<file path="src/rtl/kappa3_pkg.sv">
// kappa3_pkg: shared phase encodings, FSM state enum and widths for the run controller.
package kappa3_pkg;

   localparam int unsigned PHASE_W  = 4;
   localparam int unsigned WORD_W   = 32;
   localparam int unsigned DB_CNT_W = 16;

   // One-hot phase codes driven by phasegen on cstate.
   localparam logic [PHASE_W-1:0] PH_IF = 4'b0001;
   localparam logic [PHASE_W-1:0] PH_DE = 4'b0010;
   localparam logic [PHASE_W-1:0] PH_EX = 4'b0100;
   localparam logic [PHASE_W-1:0] PH_WB = 4'b1000;

   typedef enum logic [2:0] {
      ST_IDLE,
      ST_WAIT_START,
      ST_BUSY,
      ST_RUN,
      ST_STOPPING,
      ST_WAIT_STOP
   } run_state_t;

endpackage

</file>
<file path="src/rtl/btn_debounce.sv">
// btn_debounce: 2-flop synchronizer plus level debouncer for one raw push-button.
// rise is a registered one-cycle strobe on each accepted 0->1 transition.
module btn_debounce
   import kappa3_pkg::*;
#(
   parameter int unsigned DEBOUNCE_CYCLES = 16
) (
   input  logic clock,
   input  logic reset,
   input  logic btn,
   output logic rise
);

   localparam logic [DB_CNT_W-1:0] CNT_LAST = DB_CNT_W'(DEBOUNCE_CYCLES - 1);

   logic                sync_0;
   logic                sync_1;
   logic                level;
   logic [DB_CNT_W-1:0] cnt;

   // Synchronize, then accept a new level only after it has differed for DEBOUNCE_CYCLES cycles.
   always_ff @(posedge clock) begin
      if (!reset) begin
         sync_0 <= 1'b0;
         sync_1 <= 1'b0;
         level  <= 1'b0;
         cnt    <= '0;
         rise   <= 1'b0;
      end else begin
         sync_0 <= btn;
         sync_1 <= sync_0;
         rise   <= 1'b0;
         if (sync_1 != level) begin
            if (cnt == CNT_LAST) begin
               level <= sync_1;
               rise  <= sync_1;
               cnt   <= '0;
            end else begin
               cnt <= cnt + DB_CNT_W'(1);
            end
         end else begin
            // Any bounce back to the accepted level restarts the count.
            cnt <= '0;
         end
      end
   end

endmodule

</file>
<file path="src/rtl/run_ctrl.sv">
// run_ctrl: turns debounced run / step-instruction / step-phase buttons into single-cycle
// commands for phasegen, stops free-running execution on an instruction boundary (by request
// or breakpoint) and optionally counts completed instructions.
// Optional feature macro: RUN_CTRL_INST_COUNT_EN (enables the inst_count register).
module run_ctrl
   import kappa3_pkg::*;
#(
   parameter int unsigned DEBOUNCE_CYCLES = 16
) (
   input  logic                clock,
   input  logic                reset,
   input  logic                btn_run,
   input  logic                btn_step_inst,
   input  logic                btn_step_phase,
   input  logic [PHASE_W-1:0]  cstate,
   input  logic                running,
   input  logic [WORD_W-1:0]   pc,
   input  logic [WORD_W-1:0]   bp_addr,
   input  logic                bp_valid,
   output logic                run_pulse,
   output logic                step_inst_pulse,
   output logic                step_phase_pulse,
   output logic                halted_bp,
   output logic [WORD_W-1:0]   inst_count
);

   logic       rise_run;
   logic       rise_inst;
   logic       rise_phase;

   run_state_t state;
   logic       cmd_is_run;
   logic       start_wait;
   logic       skip_if;
   logic       stop_bp;

   logic       any_req_c;
   logic       bp_hit_c;

   btn_debounce #(.DEBOUNCE_CYCLES(DEBOUNCE_CYCLES)) u_db_run (
      .clock (clock),
      .reset (reset),
      .btn   (btn_run),
      .rise  (rise_run)
   );

   btn_debounce #(.DEBOUNCE_CYCLES(DEBOUNCE_CYCLES)) u_db_inst (
      .clock (clock),
      .reset (reset),
      .btn   (btn_step_inst),
      .rise  (rise_inst)
   );

   btn_debounce #(.DEBOUNCE_CYCLES(DEBOUNCE_CYCLES)) u_db_phase (
      .clock (clock),
      .reset (reset),
      .btn   (btn_step_phase),
      .rise  (rise_phase)
   );

   // Request and breakpoint decode; the IF the run started from never counts as a hit.
   always_comb begin
      any_req_c = rise_run | rise_inst | rise_phase;
      bp_hit_c  = bp_valid && (cstate == PH_IF) && (pc == bp_addr) && !skip_if;
   end

   // Command sequencer: all pulses default low so each one lasts exactly one cycle.
   always_ff @(posedge clock) begin
      if (!reset) begin
         state            <= ST_IDLE;
         run_pulse        <= 1'b0;
         step_inst_pulse  <= 1'b0;
         step_phase_pulse <= 1'b0;
         halted_bp        <= 1'b0;
         cmd_is_run       <= 1'b0;
         start_wait       <= 1'b0;
         skip_if          <= 1'b0;
         stop_bp          <= 1'b0;
      end else begin
         run_pulse        <= 1'b0;
         step_inst_pulse  <= 1'b0;
         step_phase_pulse <= 1'b0;

         // Leaving the starting IF re-arms breakpoint matching.
         if (skip_if && running && (cstate != PH_IF)) begin
            skip_if <= 1'b0;
         end

         case (state)
            ST_IDLE: begin
               if (any_req_c && !running) begin
                  halted_bp  <= 1'b0;
                  start_wait <= 1'b0;
                  stop_bp    <= 1'b0;
                  state      <= ST_WAIT_START;
                  if (rise_phase) begin
                     step_phase_pulse <= 1'b1;
                     cmd_is_run       <= 1'b0;
                     skip_if          <= 1'b0;
                  end else if (rise_inst) begin
                     step_inst_pulse <= 1'b1;
                     cmd_is_run      <= 1'b0;
                     skip_if         <= 1'b0;
                  end else begin
                     run_pulse  <= 1'b1;
                     cmd_is_run <= 1'b1;
                     skip_if    <= 1'b1;
                  end
               end
            end

            ST_WAIT_START: begin
               if (running) begin
                  state <= cmd_is_run ? ST_RUN : ST_BUSY;
               end else if (start_wait) begin
                  state <= ST_IDLE;
               end else begin
                  start_wait <= 1'b1;
               end
            end

            ST_BUSY: begin
               if (!running) begin
                  state <= ST_IDLE;
               end
            end

            ST_RUN: begin
               if (!running) begin
                  state <= ST_IDLE;
               end else if (bp_hit_c || rise_run) begin
                  stop_bp <= bp_hit_c;
                  state   <= ST_STOPPING;
               end
            end

            ST_STOPPING: begin
               // Pulse registered at EX lands in WB, so phasegen halts at the next IF.
               if (!running) begin
                  state <= ST_IDLE;
               end else if (cstate == PH_EX) begin
                  run_pulse <= 1'b1;
                  state     <= ST_WAIT_STOP;
               end
            end

            ST_WAIT_STOP: begin
               if (!running) begin
                  halted_bp <= stop_bp;
                  state     <= ST_IDLE;
               end
            end

            default: begin
               state <= ST_IDLE;
            end
         endcase
      end
   end

`ifdef RUN_CTRL_INST_COUNT_EN
   // Completed-instruction counter: one count per executed WB phase, wrapping mod 2^32.
   always_ff @(posedge clock) begin
      if (!reset) begin
         inst_count <= '0;
      end else if (running && (cstate == PH_WB)) begin
         inst_count <= inst_count + WORD_W'(1);
      end
   end
`else
   assign inst_count = '0;
`endif

endmodule

</file>
<file path="config.mk">
export PLATFORM = sky130hd
export DESIGN_NAME = run_ctrl
export DESIGN_NICKNAME = d
export VERILOG_FILES = /design/src/rtl/kappa3_pkg.sv /design/src/rtl/btn_debounce.sv /design/src/rtl/run_ctrl.sv
export SDC_FILE = /design/constraint.sdc
export NUM_CORES = 1
export LEC_CHECK = 0
export CORE_ASPECT_RATIO = 0.8
export CORE_MARGIN = 5
export CORE_UTILIZATION = 43
export CTS_CLUSTER_DIAMETER = 200
export DETAILED_ROUTE_END_ITERATION = 8
export HOLD_SLACK_MARGIN = 0.06
export PLACE_DENSITY = 0.79
export SETUP_SLACK_MARGIN = 0.5
export SLEW_MARGIN = 0
export SYNTH_ARGS = -nofsm -noshare
export SYNTH_HDL_FRONTEND = slang
export SYNTH_SLANG_ARGS = --single-unit
</file>
<file path="constraint.sdc">
create_clock -name clock -period 1.66 [get_ports clock]
set_input_delay 0.166 -clock clock [delete_from_list [all_inputs] [get_ports clock]]
set_output_delay 0.166 -clock clock [all_outputs]
set_load 0.005 [all_outputs]
</file>
# Word level (Yosys, flattened, before mapping)
# Cells that the tools add are included.
# op_classes
n_reduce_logical	30
addsub	3
eq_ne	24
bitwise	8
mux	29
# ops
cell	n
adder 16 x 1 -> 16 bit, second input constant	3
equality test 16 x 4 -> 1 bit, second input constant	3
equality test 32 bit	1
two-way mux 3 bit	8
AND reduction 3 bit	6
two-way mux 1 bit	16
one-hot mux 3 bit (5 select lines)	1
inequality test 2 bit, second input constant	6
inequality test 3 bit, second input constant	3
OR reduction 3 bit	3
one-hot mux 1 bit (2 select lines)	4
AND reduction 2 bit	4
equality test 3 x 2 -> 1 bit, second input constant	2
equality test 3 bit, second input constant	2
logical AND 1 bit	6
NOT 1 bit	6
nonzero test 2 bit	3
AND reduction 5 bit	1
equality test 4 x 1 -> 1 bit, second input constant	1
equality test 4 x 3 -> 1 bit, second input constant	1
inequality test 4 x 1 -> 1 bit, second input constant	1
AND reduction 4 bit	1
OR reduction 4 bit	1
equality test 3 x 1 -> 1 bit, second input constant	1
6 further kinds	10
# totals
input_bits	75
elab_cells	118
register_bits	71

# Depth between registers and ports, before layout
# Gate-level depths: netlist (run 1).
# logic_depth
word_depth	8
depth_mapped	6
depth_no_buf	6

# Modules after synthesis
# Synthesis (run 1) repeated with hierarchy kept, for this count alone.
# unflattened
hier_cells	427
hier_area_um2	3751.1
# by_module_without_submodules
module	area_each_um2	cells_per_inst	n_inst
btn_debounce at u_db_inst ...	845.8	90	2
run_ctrl	1203.7	155	1
btn_debounce at u_db_run	855.8	92	1

# Least setup slack after synthesis (run 1)
# No wires, ideal clock.
# synth_timing
path_type	register -> register
from	reg state[1]
to	reg run_pulse
slack_ns	-0.051
period_less_slack_ns	1.711
setup_time_ns	0.080
arrival_ns	1.631
stages_incl_launch_ff	6
n_path_buf	1
path_cell_list	dfxtp_1 > or2_4 > or4_1 > buf_2 > or3_4 > a211oi_2
# synth_between
elab_chain_cells	2
# synth_lines
element	line_no	rtl
start, declared	run_ctrl.sv:31	run_state_t state;
start signal, assigned	run_ctrl.sv:114	state <= cmd_is_run ? ST_RUN : ST_BUSY;
equality test 3 bit / logical NOT 3 bit (equally long branches)	run_ctrl.sv:89	case (state)
one-hot mux 1 bit (2 select lines) (*)	run_ctrl.sv:89	
end signal, assigned	run_ctrl.sv:80	run_pulse <= 1'b0;
end signal, assigned	run_ctrl.sv:105	run_pulse <= 1'b1;
end signal, assigned	run_ctrl.sv:142	run_pulse <= 1'b1;
end, declared	run_ctrl.sv:20	output logic run_pulse,
# Mark *: on every way between the ends. The rest lies on a longest branch, timed or not.
# A chain may end at the register's enable or synchronous reset.

# Worst setup path after layout (run 1)
# layout_timing
from	reg state[0]
to	reg run_pulse
# The elaborated chain is that of the path after synthesis.

==> out/summary.txt, run 1 <==
=================================================================================
Outcome                                                                 completed
Setup violations, final                                                         0
Area of the mapped netlist                                              3650 um^2
Die Area                                                               10400 um^2
Maximum buffer depth of the clock tree                                          2
Standard-cell rows                                                             30
Biggest fanout along the worst timing path                                      3
Hold/Removal Path Class                                              primary input to register
Total area of multi-input combinational cells                           2790 um^2
Setup repair after global routing missed its margin                           yes
Utilization after layout                                                    71.9%
Via count of the first global-routing pass                                   3409
Filler cell count                                                             569
Synthesized instance count                                                    427
Detailed-route wire length per cell                                       16.6 um
Portion of the post-synthesis area used by sequential elements              39.0%
Antenna violations before repair                                                0
Pwr per Cell Area                                                     624 nW/um^2
DR vias                                                                      3537
Aggregate global routing overflow                                               0
Number of nets in the final layout                                            646
Number of buffers inserted by hold repair at cts                                0
Total cell area at the placement stage                                  4680 um^2
Clock Sinks                                                                    71
Hold violation count in the final report                                        0
Reported max-cap violation count                                                0
Worst Path Arrival                                                        1.89 ns
Core area                                                               8370 um^2
Transition time at the pin with the least slew margin                    0.514 ns
Layout cell share with drive strength beyond 1                              41.0%
Worst reg-to-reg path cell count                                                4
Headroom to the max-slew limit                                              65.6%
Worst R2R Start                                                          state[0]
DPL Wire Length                                                           6420 um
Primary flip-flop cell chosen by synthesis mapping                   sky130_fd_sc_hd__dfxtp_1
Drt initial violations                                                        153
CTS buffer count                                                                9
H-tree lvl count                                                                3
Total count of max-transition violations in the final report                    0
Vias/cell                                                                    5.16
Horizontal die dimension                                                   113 um
Clock slew seen by the registers of the worst setup and hold paths        0.07 ns
Clock latency at the later pin of the worst-skew pair                     0.35 ns
Fmax achieved                                                           0.617 GHz
FF+latch count, synth                                                          71
TritonCTS clock tree                                                          yes
Clock period minus worst slack                                            1.62 ns
Maximum number of pins on one net before global-route repair                   13
Drt drc                                                                         0
Die boundary height                                                       92.4 um
Number of library cell types mapped by synthesis                               47
IR drop worst, VDD                                                     0.000475 V
Worst reg2reg path endpoint                                             run_pulse
DRT Pass-1 Iters                                                                4
Type of the setup path with the least slack                          register to register
Global placer's final weighted congestion                                   0.882
Top-level I/O count                                                           111
Number of buffers inserted by port buffering                                   78
Share of the clock period used by the worst path after layout               97.6%
Warning count from the yosys run                                                0
Average footprint of a synthesized cell                                 8.54 um^2
Hold_sp                                                                 cstate[0]
Antenna Nets Post-Route                                                         0
Data required time at the worst endpoint                                  1.93 ns
Initial Utilization                                                         43.6%
Kind of end point of the critical path                                   register
Count of flip-flops with a built-in enable after synthesis                      0
Sequential Area                                                         1500 um^2
Detailed Route WL                                                        11400 um
Finished Layout Cells                                                         686
Worst setup skew after layout                                          0.00934 ns
Leak Pwr                                                                  2.38 nW
Hold path endpoint                                                      run_pulse
Cell area after layout                                                  6020 um^2
Inst Count DP                                                                 622
Hold path cells                                                                 4
Reg-to-reg slack, setup                                                   0.04 ns
First-pass GRT wire length                                               16500 um
Post-synth ARST share                                                          0%
CTS Root Cell                                                        sky130_fd_sc_hd__clkbuf_8
Total global routing track utilization                                      19.4%
Synth-to-layout area growth                                                 65.1%
Element type at the critical path start                                  register
=================================================================================
-- synth_stat cells, types with 4 or more instances --
| master | number | area (um^2) |
|---|---|---|
| sky130_fd_sc_hd__a21oi_1 | 7 | 35.0 |
| sky130_fd_sc_hd__and2_1 | 8 | 50.1 |
| sky130_fd_sc_hd__and3_1 | 11 | 68.8 |
| sky130_fd_sc_hd__and4_1 | 5 | 43.8 |
| sky130_fd_sc_hd__buf_4 | 33 | 248 |
| sky130_fd_sc_hd__clkbuf_1 | 8 | 30.0 |
| sky130_fd_sc_hd__dfxtp_1 | 71 | 1420 |
| sky130_fd_sc_hd__inv_1 | 15 | 56.3 |
| sky130_fd_sc_hd__nand2_1 | 20 | 75.1 |
| sky130_fd_sc_hd__nand2b_1 | 4 | 25.0 |
| sky130_fd_sc_hd__nand3_1 | 28 | 140 |
| sky130_fd_sc_hd__nand4_1 | 11 | 68.8 |
| sky130_fd_sc_hd__nor2_1 | 61 | 229 |
| sky130_fd_sc_hd__nor2b_1 | 5 | 31.3 |
| sky130_fd_sc_hd__nor3_1 | 11 | 55.1 |
| sky130_fd_sc_hd__nor4_1 | 17 | 106 |
| sky130_fd_sc_hd__xnor2_1 | 25 | 219 |
| sky130_fd_sc_hd__xor2_1 | 42 | 368 |
-- worst max-delay path by stage --
stage	endpoint	slack [ns]	from	cells after the start
3_3_place_gp	stop_bp	-0.38	pc[8]	6
6_report	run_pulse	0.04	state[0]	4
5_1_grt	stop_bp	-0.03	state[0]	6
4_1_cts	run_pulse	0.05	state[0]	4
3_5_place_dp	state[1]	-0.55	bp_addr[31]	6
2_1_floorplan	run_pulse	-0.009	state[1]	5
-- per-stage QoR --
stage	power, mW	setup TNS [ns]	hold slack, ns	worst slack [ns]
after floorplan	1.93	-0.00859	0.293	-0.00859
after global placement	2.08	-1.73	0.418	-0.384
after detailed placement	2.09	-2.48	0.424	-0.551
after CTS	3.75	0	0.382	0.0513
after global routing	3.87	-0.0475	0.338	-0.0265
final	3.76	0	0.320	0.0405
-- cell usage in the layout, fill, tap and decap left out, types with 4 or more instances in the layout --
cell type,count
sky130_fd_sc_hd__a21oi_1,4
sky130_fd_sc_hd__and2_1,6
sky130_fd_sc_hd__and3_1,4
sky130_fd_sc_hd__and3_4,7
sky130_fd_sc_hd__buf_4,44
sky130_fd_sc_hd__buf_6,17
sky130_fd_sc_hd__clkbuf_8,10
sky130_fd_sc_hd__clkdlybuf4s50_1,39
sky130_fd_sc_hd__conb_1,32
sky130_fd_sc_hd__dfxtp_1,34
sky130_fd_sc_hd__dfxtp_2,24
sky130_fd_sc_hd__dfxtp_4,13
sky130_fd_sc_hd__dlygate4sd2_1,28
sky130_fd_sc_hd__dlymetal6s2s_1,8
sky130_fd_sc_hd__inv_1,11
sky130_fd_sc_hd__nand2_1,15
sky130_fd_sc_hd__nand3_1,16
sky130_fd_sc_hd__nand3_2,7
sky130_fd_sc_hd__nand3_4,8
sky130_fd_sc_hd__nand4_1,11
sky130_fd_sc_hd__nor2_1,37
sky130_fd_sc_hd__nor2_2,20
sky130_fd_sc_hd__nor2_4,4
sky130_fd_sc_hd__nor3_2,7
sky130_fd_sc_hd__nor4_2,5
sky130_fd_sc_hd__nor4_4,10
sky130_fd_sc_hd__xnor2_1,21
sky130_fd_sc_hd__xnor2_2,4
sky130_fd_sc_hd__xor2_1,39
-- layer usage --
layer | track usage (%) | wire [um] | vias up
met4 | 6.41 | 310 | 0
met1 | 22.2 | 4320 | 1695
met2 | 34.4 | 6250 | 114
li1 | - | - | 1695
met3 | 5.88 | 511 | 33
met5 | 0 | 0 | -
-- cells by family after synthesis --
| logic type | after synthesis | share of synthesized area [%] |
|---|---|---|
| AOI/OAI and AO/OA | 28 | 5.39 |
| other | 1 | 0.103 |
| adders and majority gates | 3 | 1.03 |
| xor gates and xnor gates | 67 | 16.1 |
| buffers and inverters | 58 | 9.43 |
| DFF | 71 | 39.0 |
| muxes | 4 | 1.13 |
| and+or+nand+nor | 195 | 27.9 |
-- state kept, by name, indices dropped and copies added, names as in the netlist, 3 cells and up --
register and cells:
u_db_run.cnt 16, u_db_phase.cnt 16, u_db_inst.cnt 16, state 3
-- layout make-up --
| type | instances | share of cell area [%] |
|---|---|---|
| clock buffer | 10 | 2.29 |
| antenna | 1 | 0.0416 |
| inverter | 15 | 0.998 |
| sequential | 71 | 24.9 |
| timing repair buffer | 139 | 21.3 |
| tap | 112 | 2.33 |
| multi-input combinational | 332 | 46.3 |
| clock inverter | 6 | 1.79 |
-- power breakdown --
group	switching, mW	leakage, nW	internal (mW)
clock network	0.651	0.122	1.03
registers	0.00729	0.596	1.69
logic	0.162	1.66	0.212
total	0.820	2.38	2.94
-- critical path, cell delays in order, from the launching register on --
cell and delay, ns:
sky130_fd_sc_hd__dfxtp_2 0.32, sky130_fd_sc_hd__or2_4 0.25, sky130_fd_sc_hd__or4_4 0.42, sky130_fd_sc_hd__or3_4 0.36, sky130_fd_sc_hd__a211oi_2 0.18
-- timing repair --
| action | CTS | global route |
|---|---|---|
| pin swaps | 73 | 48 |
| endpoints found under the setup margin | 68 | 65 |
| setup buffers | 25 | 19 |
| gates resized for setup | 120 | 99 |
| cloned | 3 | 0 |
Power figures use the tool's default switching activity.
==> run 2, diff against run 1 <==
- CELL_PAD_IN_SITES_DETAIL_PLACEMENT: not set -> 1
- CELL_PAD_IN_SITES_GLOBAL_PLACEMENT: not set -> 1
- CORE_UTILIZATION: 43 -> 31
- PLACE_DENSITY: 0.79 -> 0.8
- SLEW_MARGIN: 0 -> not set
==> out/summary.txt, run 2 (same netlist as run 1, synthesis figures left out) <==
=====================================================================================
Outcome                                                                     completed
Worst setup skew after layout                                              0.00833 ns
Cell area after layout                                                      6100 um^2
Hold_sp                                                                     cstate[0]
Detailed-route wire length per cell                                           18.1 um
Initial Utilization                                                             31.7%
Leak Pwr                                                                      2.32 nW
First-pass GRT wire length                                                   19600 um
Share of the clock period used by the worst path after layout                   98.5%
Worst hold slack after final layout                                          0.432 ns
Count of inserted antenna diode cells                                               0
Pwr Total                                                                     3.84 mW
Reported max-cap violation count                                                    0
Number of buffers inserted by port buffering                                       78
CTS buffer count                                                                    9
Antenna violations before repair                                                    0
Maximum buffer depth of the clock tree                                              2
Synth-to-layout area growth                                                     67.2%
DR vias                                                                          3596
Total count of max-transition violations in the final report                        0
Core area                                                                  11500 um^2
Standard-cell rows                                                                 35
Worst setup startpoint                                                       state[0]
Worst R2R Start                                                              state[0]
Top-level I/O count                                                               111
Most frequent cells in the layout                                        47 x sky130_fd_sc_hd__buf_4, 43 x sky130_fd_sc_hd__dlygate4sd2_1, 39 x sky130_fd_sc_hd__xor2_1
Detailed Route WL                                                            13100 um
Data required time at the worst endpoint                                      1.88 ns
Clock period minus worst slack                                                1.64 ns
Total global routing track utilization                                          17.0%
Antenna Nets Post-Route                                                             0
Number of nets in the final layout                                                648
Vias/cell                                                                        4.99
DPL Wire Length                                                               7660 um
TritonCTS clock tree                                                              yes
Finished Layout Cells                                                             721
Clock slew seen by the registers of the worst setup and hold paths            0.05 ns
Hold/Removal Path Class                                                  primary input to register
Worst Path Arrival                                                            1.86 ns
H-tree lvl count                                                                    3
Total cell area at the placement stage                                      4700 um^2
Biggest fanout along the worst timing path                                          5
Maximum number of pins on one net before global-route repair                       13
Inst Count DP                                                                     655
Type of the setup path with the least slack                              register to register
Setup repair after global routing missed its margin                               yes
Most frequent standard cell in the layout excluding fill and tap cells   sky130_fd_sc_hd__buf_4
Layout cell share with drive strength beyond 1                                  42.1%
Largest registers ranked by flip-flop count                              u_db_inst.cnt: 16 flops, u_db_phase.cnt: 16 flops, u_db_run.cnt: 16 flops
Clock Sinks                                                                        71
IR drop worst, VDD                                                         0.000539 V
Number of buffers inserted by hold repair at cts                                    0
Filler cell count                                                                1266
Die Area                                                                   14000 um^2
Element type at the critical path start                                      register
Aggregate global routing overflow                                                   0
Pwr per Cell Area                                                         629 nW/um^2
Kind of end point of the critical path                                       register
Horizontal die dimension                                                       131 um
Setup violations, final                                                             0
Clock latency at the later pin of the worst-skew pair                         0.33 ns
CTS Root Cell                                                            sky130_fd_sc_hd__clkbuf_16
Hold violation count in the final report                                            0
Die boundary height                                                            107 um
Drt drc                                                                             0
Via count of the first global-routing pass                                       3872
DRT Pass-1 Iters                                                                    4
Global placer's final weighted congestion                                       0.811
Drt initial violations                                                            170
Fmax achieved                                                               0.611 GHz
=====================================================================================
[run 2: cell types whose count changed in the layout (fill, tap and decap cells not counted), moves of 3 or more]
cell	change
sky130_fd_sc_hd__nor3_4	+3
sky130_fd_sc_hd__bufinv_16	-3
sky130_fd_sc_hd__nor2_2	+6
sky130_fd_sc_hd__clkbuf_8	-8
sky130_fd_sc_hd__clkbuf_16	+9
sky130_fd_sc_hd__buf_4	+3
sky130_fd_sc_hd__dlymetal6s2s_1	-8
sky130_fd_sc_hd__nor3_2	-5
sky130_fd_sc_hd__nor2_1	-11
sky130_fd_sc_hd__clkdlybuf4s50_1	-9
sky130_fd_sc_hd__nand3_1	-3
sky130_fd_sc_hd__dlygate4sd2_1	+15
sky130_fd_sc_hd__nor2_4	+5
[run 2: per-layer routing]
layer	part of all wire, %	GRT usage [%]	wire [um]	up-vias
met3	4.4	5.16	576	20
met2	57	33.0	7450	94
met4	1.5	4.11	195	0
met5	0	0	0	-
met1	37	18.0	4840	1788
li1	-	-	-	1694
[run 2: path summary, 6_finish.rpt]
path	end	slack [ns]	depth (start not counted)
worst max-delay path	stop_bp	0.02	6
worst min-delay path	run_pulse	0.43	4
worst max register to register	stop_bp	0.02	6
worst min register to register	u_db_inst.cnt[0]	0.44	1
[run 2: critical path, cell delays in order (launching register included)]
cell                      delay (ns)
sky130_fd_sc_hd__dfxtp_2        0.32
sky130_fd_sc_hd__or2_4          0.25
sky130_fd_sc_hd__or4_4          0.44
sky130_fd_sc_hd__buf_4          0.18
sky130_fd_sc_hd__nand3_1        0.09
sky130_fd_sc_hd__a21oi_1        0.06
sky130_fd_sc_hd__a31o_1         0.19
[run 2: layout make-up]
cell class	instances	area, um^2	share of cell area, %
clock buffer	13	260	4.27
clock inverter	1	5.00	0.0821
inverter	15	60.1	0.985
multi-input combinational	332	2850	46.7
sequential	71	1500	24.5
tap	148	185	3.04
timing repair buffer	141	1240	20.4
[run 2: through the flow]
step           TNS (ns)  setup WS [ns]  util (%)
6_report              0         0.0245      52.9
3_3_place_gp      -1.86         -0.415      40.8
5_1_grt         -0.0425        -0.0259      52.9
4_1_cts               0         0.0529      49.0
3_5_place_dp      -2.09         -0.449      40.8
2_1_floorplan  -0.00859       -0.00859         -
[run 2: repair_timing]
item / in CTS / in global routing
endpoints found under the setup margin: 69 / 65
buffers inserted: 33 / 16
resized for setup: 168 / 79
hold endpoints to repair: 0 / 0
pin swaps: 67 / 41
gates cloned: 3 / 0
[run 2: report_power, final]
group	switching [mW]	internal, mW	leakage (nW)
Clock	0.692	1.07	0.132
Sequential	0.00732	1.70	0.595
Combinational	0.169	0.197	1.60
Total	0.868	2.97	2.32
